$ cat src/rtl/intlv_pkg.sv
// Shared definitions for the 802.11a block interleaver: RATE codes, the
// rate -> (N_CBPS, s) tables and the read-side FSM/mode types.
package intlv_pkg;

  localparam int MAX_NCBPS_DEF = 288;

  localparam logic [3:0] RATE_6  = 4'b1101;
  localparam logic [3:0] RATE_9  = 4'b1111;
  localparam logic [3:0] RATE_12 = 4'b0101;
  localparam logic [3:0] RATE_18 = 4'b0111;
  localparam logic [3:0] RATE_24 = 4'b1001;
  localparam logic [3:0] RATE_36 = 4'b1011;
  localparam logic [3:0] RATE_48 = 4'b0001;
  localparam logic [3:0] RATE_54 = 4'b0011;

  typedef enum logic { MODE_INTLV = 1'b0, MODE_DEINTLV = 1'b1 } mode_e;
  typedef enum logic { RD_IDLE = 1'b0, RD_READ = 1'b1 } rd_state_e;

  function automatic logic rate_valid(input logic [3:0] rate);
    case (rate)
      RATE_6, RATE_9, RATE_12, RATE_18,
      RATE_24, RATE_36, RATE_48, RATE_54: return 1'b1;
      default:                            return 1'b0;
    endcase
  endfunction

  function automatic logic [8:0] rate_to_ncbps(input logic [3:0] rate);
    case (rate)
      RATE_6,  RATE_9:  return 9'd48;
      RATE_12, RATE_18: return 9'd96;
      RATE_24, RATE_36: return 9'd192;
      RATE_48, RATE_54: return 9'd288;
      default:          return 9'd0;
    endcase
  endfunction

  // s = max(N_BPSC/2, 1)
  function automatic logic [1:0] rate_to_s(input logic [3:0] rate);
    case (rate)
      RATE_24, RATE_36: return 2'd2;
      RATE_48, RATE_54: return 2'd3;
      default:          return 2'd1;
    endcase
  endfunction

endpackage

$ cat src/rtl/intlv_addr_gen.sv
// Incremental 802.11a permutation address j(k) for k = 0,1,2,...
// Tracks r = k mod 16, c = k div 16, i = (N/16)r + c, plus c mod s and
// r mod s. Since N/16 is a multiple of s, i mod s == c mod s, so
//   j = i - (c mod s) + ((c - r) mod s)
// needs no divider. j holds the address of the current k; a step moves it
// to k+1 on the next edge.
module intlv_addr_gen #(
  parameter int AW = 9
) (
  input  logic          clk,
  input  logic          rst_n,
  input  logic          clr,
  input  logic          step,
  input  logic [4:0]    n16,
  input  logic [1:0]    s,
  output logic [AW-1:0] j
);

  logic [AW-1:0] i_q, i_n, c_q, c_n, j_n;
  logic [3:0]    r_q, r_n;
  logic [1:0]    cm_q, cm_n, rm_q, rm_n, d;

  // next (r, c, i) and the permuted address for k+1
  always_comb begin
    r_n  = r_q + 4'd1;
    c_n  = c_q;
    i_n  = i_q + AW'(n16);
    cm_n = cm_q;
    rm_n = (rm_q + 2'd1 == s) ? 2'd0 : rm_q + 2'd1;
    if (r_q == 4'd15) begin
      c_n  = c_q + AW'(1);
      i_n  = c_q + AW'(1);
      cm_n = (cm_q + 2'd1 == s) ? 2'd0 : cm_q + 2'd1;
      rm_n = 2'd0;
    end
    d   = (cm_n >= rm_n) ? cm_n - rm_n : cm_n + s - rm_n;
    j_n = i_n - AW'(cm_n) + AW'(d);
  end

  // position state and registered address
  always_ff @(posedge clk or negedge rst_n) begin
    if (!rst_n) begin
      i_q <= '0; c_q <= '0; r_q <= '0; cm_q <= '0; rm_q <= '0; j <= '0;
    end else if (clr) begin
      i_q <= '0; c_q <= '0; r_q <= '0; cm_q <= '0; rm_q <= '0; j <= '0;
    end else if (step) begin
      i_q <= i_n; c_q <= c_n; r_q <= r_n; cm_q <= cm_n; rm_q <= rm_n; j <= j_n;
    end
  end

endmodule

$ cat src/rtl/interleaver_pp.sv
// Double-buffered 802.11a interleaver/deinterleaver. One bank fills while
// the other drains; interleave scatters on write and reads in order,
// deinterleave writes in order and gathers on read.
module interleaver_pp
  import intlv_pkg::*;
#(
  parameter int DW        = 1,
  parameter int MAX_NCBPS = MAX_NCBPS_DEF
) (
  input  logic          iClk,
  input  logic          iRst_n,
  input  logic          iRateEN,
  input  logic [3:0]    iRate,
  input  logic          iMode,
  input  logic          iEN,
  input  logic [DW-1:0] iData,
  output logic [DW-1:0] oData,
  output logic          oValid,
  output logic          oLast,
  output logic          oRateErr
);

  localparam int AW = $clog2(MAX_NCBPS + 1);
  localparam int IW = AW + 1;

  // bank 1 occupies the upper MAX_NCBPS entries
  function automatic logic [IW-1:0] idx(input logic bank, input logic [AW-1:0] addr);
    return bank ? IW'(addr) + IW'(MAX_NCBPS) : IW'(addr);
  endfunction

  logic [DW-1:0] mem [2*MAX_NCBPS];

  // write side
  logic [AW-1:0] w_n, we_n, wcnt;
  logic [1:0]    w_s, we_s;
  mode_e         w_mode, we_mode;
  logic          wbank, rate_ok, rate_err, wlast, swap;

  // read side
  rd_state_e     rd_state;
  logic [AW-1:0] r_n, rcnt;
  logic [1:0]    r_s;
  mode_e         r_mode;
  logic          rbank, rd, rlast;

  // shared address generator
  logic          gen_clr, gen_step;
  logic [4:0]    gen_n16;
  logic [1:0]    gen_s;
  logic [AW-1:0] gen_j;

  // output pipeline: [0] address registered, [1] data registered
  logic [1:0]    vld_pipe, lst_pipe;
  logic [IW-1:0] raddr_q;

  // effective write config: a strobe honoured at wcnt=0 applies to this sample
  always_comb begin
    rate_ok  = iRateEN && rate_valid(iRate) && (wcnt == '0);
    rate_err = iRateEN && !rate_ok;
    we_n     = rate_ok ? AW'(rate_to_ncbps(iRate)) : w_n;
    we_s     = rate_ok ? rate_to_s(iRate) : w_s;
    we_mode  = rate_ok ? mode_e'(iMode) : w_mode;
    wlast    = (wcnt == we_n - AW'(1));
    swap     = iEN && wlast;
    rd       = (rd_state == RD_READ);
    rlast    = (rcnt == r_n - AW'(1));
  end

  // the one generator serves whichever side carries the permutation;
  // both sides of a stream are expected to share a mode
  always_comb begin
    if (we_mode == MODE_INTLV) begin
      gen_clr  = swap;
      gen_step = iEN && !wlast;
      gen_n16  = 5'(we_n >> 4);
      gen_s    = we_s;
    end else begin
      gen_clr  = swap || (rd && rlast);
      gen_step = rd && !rlast;
      gen_n16  = 5'(r_n >> 4);
      gen_s    = r_s;
    end
  end

  intlv_addr_gen #(.AW(AW)) u_addr_gen (
    .clk   (iClk),
    .rst_n (iRst_n),
    .clr   (gen_clr),
    .step  (gen_step),
    .n16   (gen_n16),
    .s     (gen_s),
    .j     (gen_j)
  );

  // write counter, bank toggle, configuration latch and error pulse
  always_ff @(posedge iClk or negedge iRst_n) begin
    if (!iRst_n) begin
      w_n      <= AW'(rate_to_ncbps(RATE_6));
      w_s      <= rate_to_s(RATE_6);
      w_mode   <= MODE_INTLV;
      wcnt     <= '0;
      wbank    <= 1'b0;
      oRateErr <= 1'b0;
    end else begin
      w_n      <= we_n;
      w_s      <= we_s;
      w_mode   <= we_mode;
      oRateErr <= rate_err;
      if (iEN) begin
        if (wlast) begin
          wcnt  <= '0;
          wbank <= ~wbank;
        end else begin
          wcnt  <= wcnt + AW'(1);
        end
      end
    end
  end

  // sample store write port
  always_ff @(posedge iClk) begin
    if (iEN) mem[idx(wbank, (we_mode == MODE_INTLV) ? gen_j : wcnt)] <= iData;
  end

  // read FSM: drain a full bank, restarting without a gap on a coincident swap
  always_ff @(posedge iClk or negedge iRst_n) begin
    if (!iRst_n) begin
      rd_state <= RD_IDLE;
      rcnt     <= '0;
      r_n      <= AW'(rate_to_ncbps(RATE_6));
      r_s      <= rate_to_s(RATE_6);
      r_mode   <= MODE_INTLV;
      rbank    <= 1'b0;
    end else begin
      if (rd_state == RD_IDLE) begin
        if (swap) begin
          rd_state <= RD_READ;
          rcnt     <= '0;
        end
      end else if (rlast) begin
        rcnt     <= '0;
        rd_state <= swap ? RD_READ : RD_IDLE;
      end else begin
        rcnt     <= rcnt + AW'(1);
      end
      if (swap) begin
        r_n    <= we_n;
        r_s    <= we_s;
        r_mode <= we_mode;
        rbank  <= wbank;
      end
    end
  end

  // registered read address, registered memory read, valid/last alignment
  always_ff @(posedge iClk or negedge iRst_n) begin
    if (!iRst_n) begin
      vld_pipe <= '0;
      lst_pipe <= '0;
      raddr_q  <= '0;
      oData    <= '0;
    end else begin
      vld_pipe <= {vld_pipe[0], rd};
      lst_pipe <= {lst_pipe[0], rd && rlast};
      raddr_q  <= idx(rbank, (r_mode == MODE_DEINTLV) ? gen_j : rcnt);
      oData    <= vld_pipe[0] ? mem[raddr_q] : '0;
    end
  end

  assign oValid = vld_pipe[1];
  assign oLast  = lst_pipe[1];

endmodule

$ cat config.mk
export PLATFORM = sky130hd
export DESIGN_NAME = interleaver_pp
export DESIGN_NICKNAME = d
export VERILOG_FILES = /design/src/rtl/intlv_pkg.sv /design/src/rtl/intlv_addr_gen.sv /design/src/rtl/interleaver_pp.sv
export SDC_FILE = /design/constraint.sdc
export NUM_CORES = 1
export LEC_CHECK = 0
export CORE_UTILIZATION = 25
export DETAILED_ROUTE_END_ITERATION = 16
export PLACE_DENSITY = 0.43
export SLEW_MARGIN = 10
export SYNTH_ARGS = -nofsm -noshare
export SYNTH_HDL_FRONTEND = slang
export SYNTH_HIERARCHICAL = 1
export SYNTH_SLANG_ARGS = --single-unit
$ cat constraint.sdc
create_clock -name iClk -period 13.5 [get_ports iClk]
set_input_delay 2.025 -clock iClk [delete_from_list [all_inputs] [get_ports iClk]]
set_output_delay 2.025 -clock iClk [all_outputs]
set_load 0.1 [all_outputs]
==> flow_metrics.tcl <==
set metrics [dict create \
    endpoint_kind "flip-flop" \
    synth-seq-cells 672 \
    swShare 0.371 \
    min_to "lst_pipe[1]" \
    p_switching_mw 2.73 \
    drc 0 \
    min-delay-start "lst_pipe[0]" \
    port_buffers 12 \
    post_cts_buffers 0 \
    synthSimpleGateAreaFrac 0.137 \
    routabilityCongestion 0.766 \
    fin_crit_sh 0.615 \
    maxSlewViolCount 0 \
    grt_remaining_overflow 0 \
    leakage_nw 11.0 \
    synth.yosys.seq_area_share 0.627 \
    vias_per_cell 4.84 \
    path_max_fanout 22 \
    yosysUniqueCellTypes 82 \
    r2r_cells 29 \
    hold_depth 0 \
    power_mw 7.35 \
    grt_start_max_net_pins 137 \
    cts_hold_buf 0 \
    die_y_um 357 \
    cts.sinks 672 \
    worst_slew_pin_slew_ps 1170 \
    fin_skew_ps 29.0 \
    cap_violations 0 \
    synth_top_family_by_area "simple AND/OR/NAND/NOR gates" \
    syn-num-nets 2424 \
    finalSetupViolCount 0 \
    rr_startpoint "wcnt[0]" \
    synth_xor_area_frac 0.0160 \
    dr_total_vias 19513 \
    cts_buffers 76 \
    met3_usage 0.0183 \
    cts.htree.levels 3 \
    antenna_found_initial 1 \
    synth_area_um2 31400 \
    final_layout_size_suffix_gt1_frac 0.158 \
    fin_nets 2385 \
    synth_cells 2383 \
    track_usage 0.138 \
    path_clk_slew_ps 60 \
    status "finished, final reports clean" \
    syn_area_per_cell_um2 13.2 \
    fin_area_um2 35700 \
    r2r_setup_slack_ps 6240 \
    use_met1 0.185 \
    wl_um 87800 \
    cp_data_arrival_time_ps 8880 \
    synth-async-reset-ratio 0.143 \
    post-route-min-period_ps 8300 \
    synth_mux_area_frac 0.128 \
    p_int_mw 4.62 \
    pwr-share-clk 0.274 \
    die_area_um2 127000 \
    core_region_area_um2 124000 \
    initial_core_util 0.253 \
    ys.flop_type "edfxtp_1" \
    clk_latency_ps 650 \
    setup_tns_ps 0 \
    crit_type "input pin to flip-flop" \
    synth_compound_area_frac 0.0518 \
    hold_viol_final 0 \
    rsz0062_at_grt "false" \
    hpwlAfterDp_um 51700 \
    cp.required_ps 14080 \
    area_delta_synth_final_pct 13.7 \
    worstSetupStartpointType "input pin" \
    timing.hold.ws_ps 354 \
    maxClockFrequency_mhz 120 \
    grt_pass1_wl_um 130000 \
    reg2reg_to "u_addr_gen/j[8]" \
    grt_use_met2 0.233 \
    rows 129 \
    cts_resized 0 \
    ios 14 \
    wl_per_cell_um 21.8 \
    cts_tree "built" \
    grt_busiest_layer "met2" \
    cts_root_buffer "clkbuf_16" \
    yosys_warnings 6 \
    power.density_nw_per_um2 206 \
    drtPass1Iterations 7 \
    max-clock-path-buffers 3 \
    sequentialPowerShare 0.352 \
    hp-class "flip-flop to flip-flop" \
    synth_edf_count 576 \
    place_area_um2 33300 \
    max_slew_margin 0.221 \
    final_antenna_net_count 0 \
    multiInputGateArea_um2 11000 \
    n_antenna_cell 0 \
    fill_cells 12501 \
    synthAdderAreaFrac 0.0131 \
    regArea_um2 19700 \
    ir_worst_vdd_v 0.000122 \
    postLayoutCoreUtil 0.288 \
    die_w_um 357 \
    comb_power_share 0.374 \
    grt_pass1_vias 19791 \
    first_iter_violations 1717 \
]
## metrics by stage
| step | setup WS, ps | std cells |
|---|---|---|
| 3_5_place_dp | 4530 | 3903 |
| 2_1_floorplan | 6080 | 2383 |
| 4_1_cts | 5180 | 4035 |
| 6_report | 5200 | 4035 |
| 5_1_grt | 4720 | 4035 |
| 3_3_place_gp | 4550 | 3903 |
## layer usage
layer | vias to the layer above | wire [um]
li1 | 8695 | -
met1 | 10234 | 38700
met2 | 463 | 42800
met3 | 121 | 4120
met4 | 0 | 2260
met5 | - | 0
## cell usage after synthesis, types with 6 or more instances
| cell | n | area, um2 |
|---|---|---|
| or4_1 | 6 | 45.0 |
| nor3_1 | 17 | 85.1 |
| buf_1 | 20 | 75.1 |
| nor4_1 | 11 | 68.8 |
| o22ai_1 | 12 | 75.1 |
| a211oi_1 | 16 | 120 |
| nand4_1 | 12 | 75.1 |
| and2_1 | 15 | 93.8 |
| xor2_1 | 27 | 236 |
| or3_1 | 7 | 43.8 |
| o21ai_0 | 38 | 190 |
| ha_1 | 28 | 350 |
| a21o_1 | 13 | 97.6 |
| nand3b_1 | 9 | 67.6 |
| a21oi_1 | 35 | 175 |
| nand2b_1 | 26 | 163 |
| nand2_1 | 86 | 323 |
| buf_2 | 38 | 190 |
| o221ai_1 | 11 | 96.3 |
| inv_1 | 31 | 116 |
| mux4_2 | 137 | 3090 |
| o31ai_1 | 11 | 82.6 |
| dfstp_2 | 6 | 158 |
| nand4b_1 | 7 | 61.3 |
| a22oi_1 | 21 | 158 |
| nor2b_1 | 10 | 62.6 |
| mux2i_1 | 65 | 651 |
| a31oi_1 | 10 | 62.6 |
| nand3_1 | 51 | 255 |
| dfrtp_1 | 90 | 2250 |
| nor2_1 | 646 | 2420 |
| mux2_2 | 21 | 236 |
| edfxtp_1 | 576 | 17300 |
| nand3_2 | 17 | 170 |
| and3_1 | 13 | 81.3 |
| a22o_1 | 8 | 70.1 |
| xnor2_1 | 28 | 245 |
| clkbuf_1 | 113 | 424 |
## critical path, cell delays in order
cell and delay [ps]:
clkdlybuf4s50_1 500, nand4b_1 550, o31a_1 530, nor2_2 90, buf_4 280, inv_1 270
nand2_1 130, nand2_1 180, xnor2_1 180, a211oi_1 270, a21oi_1 120, ha_1 340
inv_1 50, ha_1 180, xnor2_1 160, xnor2_1 150, xnor2_1 100, xnor2_1 140
mux2_2 280, ha_1 320, fa_1 420, a21o_1 190, a211oi_1 250, nor2_1 100
o41ai_1 310, xnor2_1 180, or4b_1 450, nand3b_1 90
## power groups by stage
| stage | Combinational, mW | Sequential, mW | Clock (mW) |
|---|---|---|---|
| after floorplan | 2.06 | 2.50 | 0 |
| after global routing | 3.02 | 2.61 | 2.15 |
| after global placement | 2.75 | 2.63 | 0 |
| after detailed placement | 2.77 | 2.63 | 0 |
| after CTS | 2.78 | 2.59 | 2.08 |
| final | 2.75 | 2.59 | 2.02 |
## registers in the layout, indices dropped and copies added (netlist names), 2 cells and up
register         count
u_addr_gen/rm_q      2
r_n                  9
w_s                  2
u_addr_gen/r_q       4
u_addr_gen/c_q       9
raddr_q             10
wcnt                 9
u_addr_gen/j         9
u_addr_gen/i_q       9
r_s                  2
rcnt                 9
vld_pipe             2
lst_pipe             2
mem                576
w_n                  9
u_addr_gen/cm_q      2
## final cells by class
| class | count | share of cell area |
|---|---|---|
| inverters | 31 | 0.00326 |
| repair buffers | 59 | 0.0134 |
| clock inverters | 41 | 0.0110 |
| clock buffers | 91 | 0.0563 |
| well taps | 1637 | 0.0574 |
| multi-input cells | 1504 | 0.307 |
| flip-flops and latches | 672 | 0.552 |
## worst max path at each step
stage / startpoint / end / slack [ps] / depth (start not counted)
final: iRateEN / u_addr_gen/j[8] / 5200 / 28
after global routing: iRateEN / u_addr_gen/j[8] / 4720 / 28
after CTS: iRateEN / u_addr_gen/j[8] / 5180 / 28
after detailed placement: iRateEN / u_addr_gen/j[8] / 4530 / 28
after global placement: iRateEN / u_addr_gen/j[8] / 4550 / 28
after floorplan: iRateEN / u_addr_gen/j[8] / 6080 / 29
## cell usage in the layout (no fill, tap or decap), drive strengths merged, types with 11 or more instances in the layout
| cell | netlist | routed |
|---|---|---|
| mux2 | 24 | 24 |
| and3 | 14 | 14 |
| a21oi | 38 | 38 |
| o221ai | 11 | 11 |
| a21o | 13 | 13 |
| nor3 | 21 | 21 |
| nand4 | 12 | 12 |
| o31ai | 14 | 14 |
| mux4 | 137 | 137 |
| and2 | 16 | 16 |
| ha | 28 | 28 |
| clkbuf | 114 | 91 |
| dfrtp | 90 | 90 |
| nor4 | 12 | 12 |
| edfxtp | 576 | 576 |
| buf | 62 | 49 |
| o22ai | 12 | 12 |
| nand3 | 68 | 68 |
| inv | 31 | 33 |
| a211oi | 16 | 16 |
| xnor2 | 28 | 28 |
| nand2 | 86 | 86 |
| mux2i | 65 | 65 |
| nand2b | 26 | 26 |
| a22oi | 21 | 21 |
| clkinv | 0 | 33 |
| nor2 | 647 | 647 |
| o21ai | 45 | 45 |
| xor2 | 27 | 27 |
## kinds of logic (layout without fill, tap and decap cells)
logic type | Yosys count | in the layout
AOI/OAI and AO/OA | 226 | 226
buffers and inverters | 207 | 222
xor gates and xnor gates | 56 | 56
muxes | 226 | 226
and+or+nand+nor | 965 | 965
adders and majority gates | 31 | 31
DFF | 672 | 672
(Power assumes the default switching activity.)
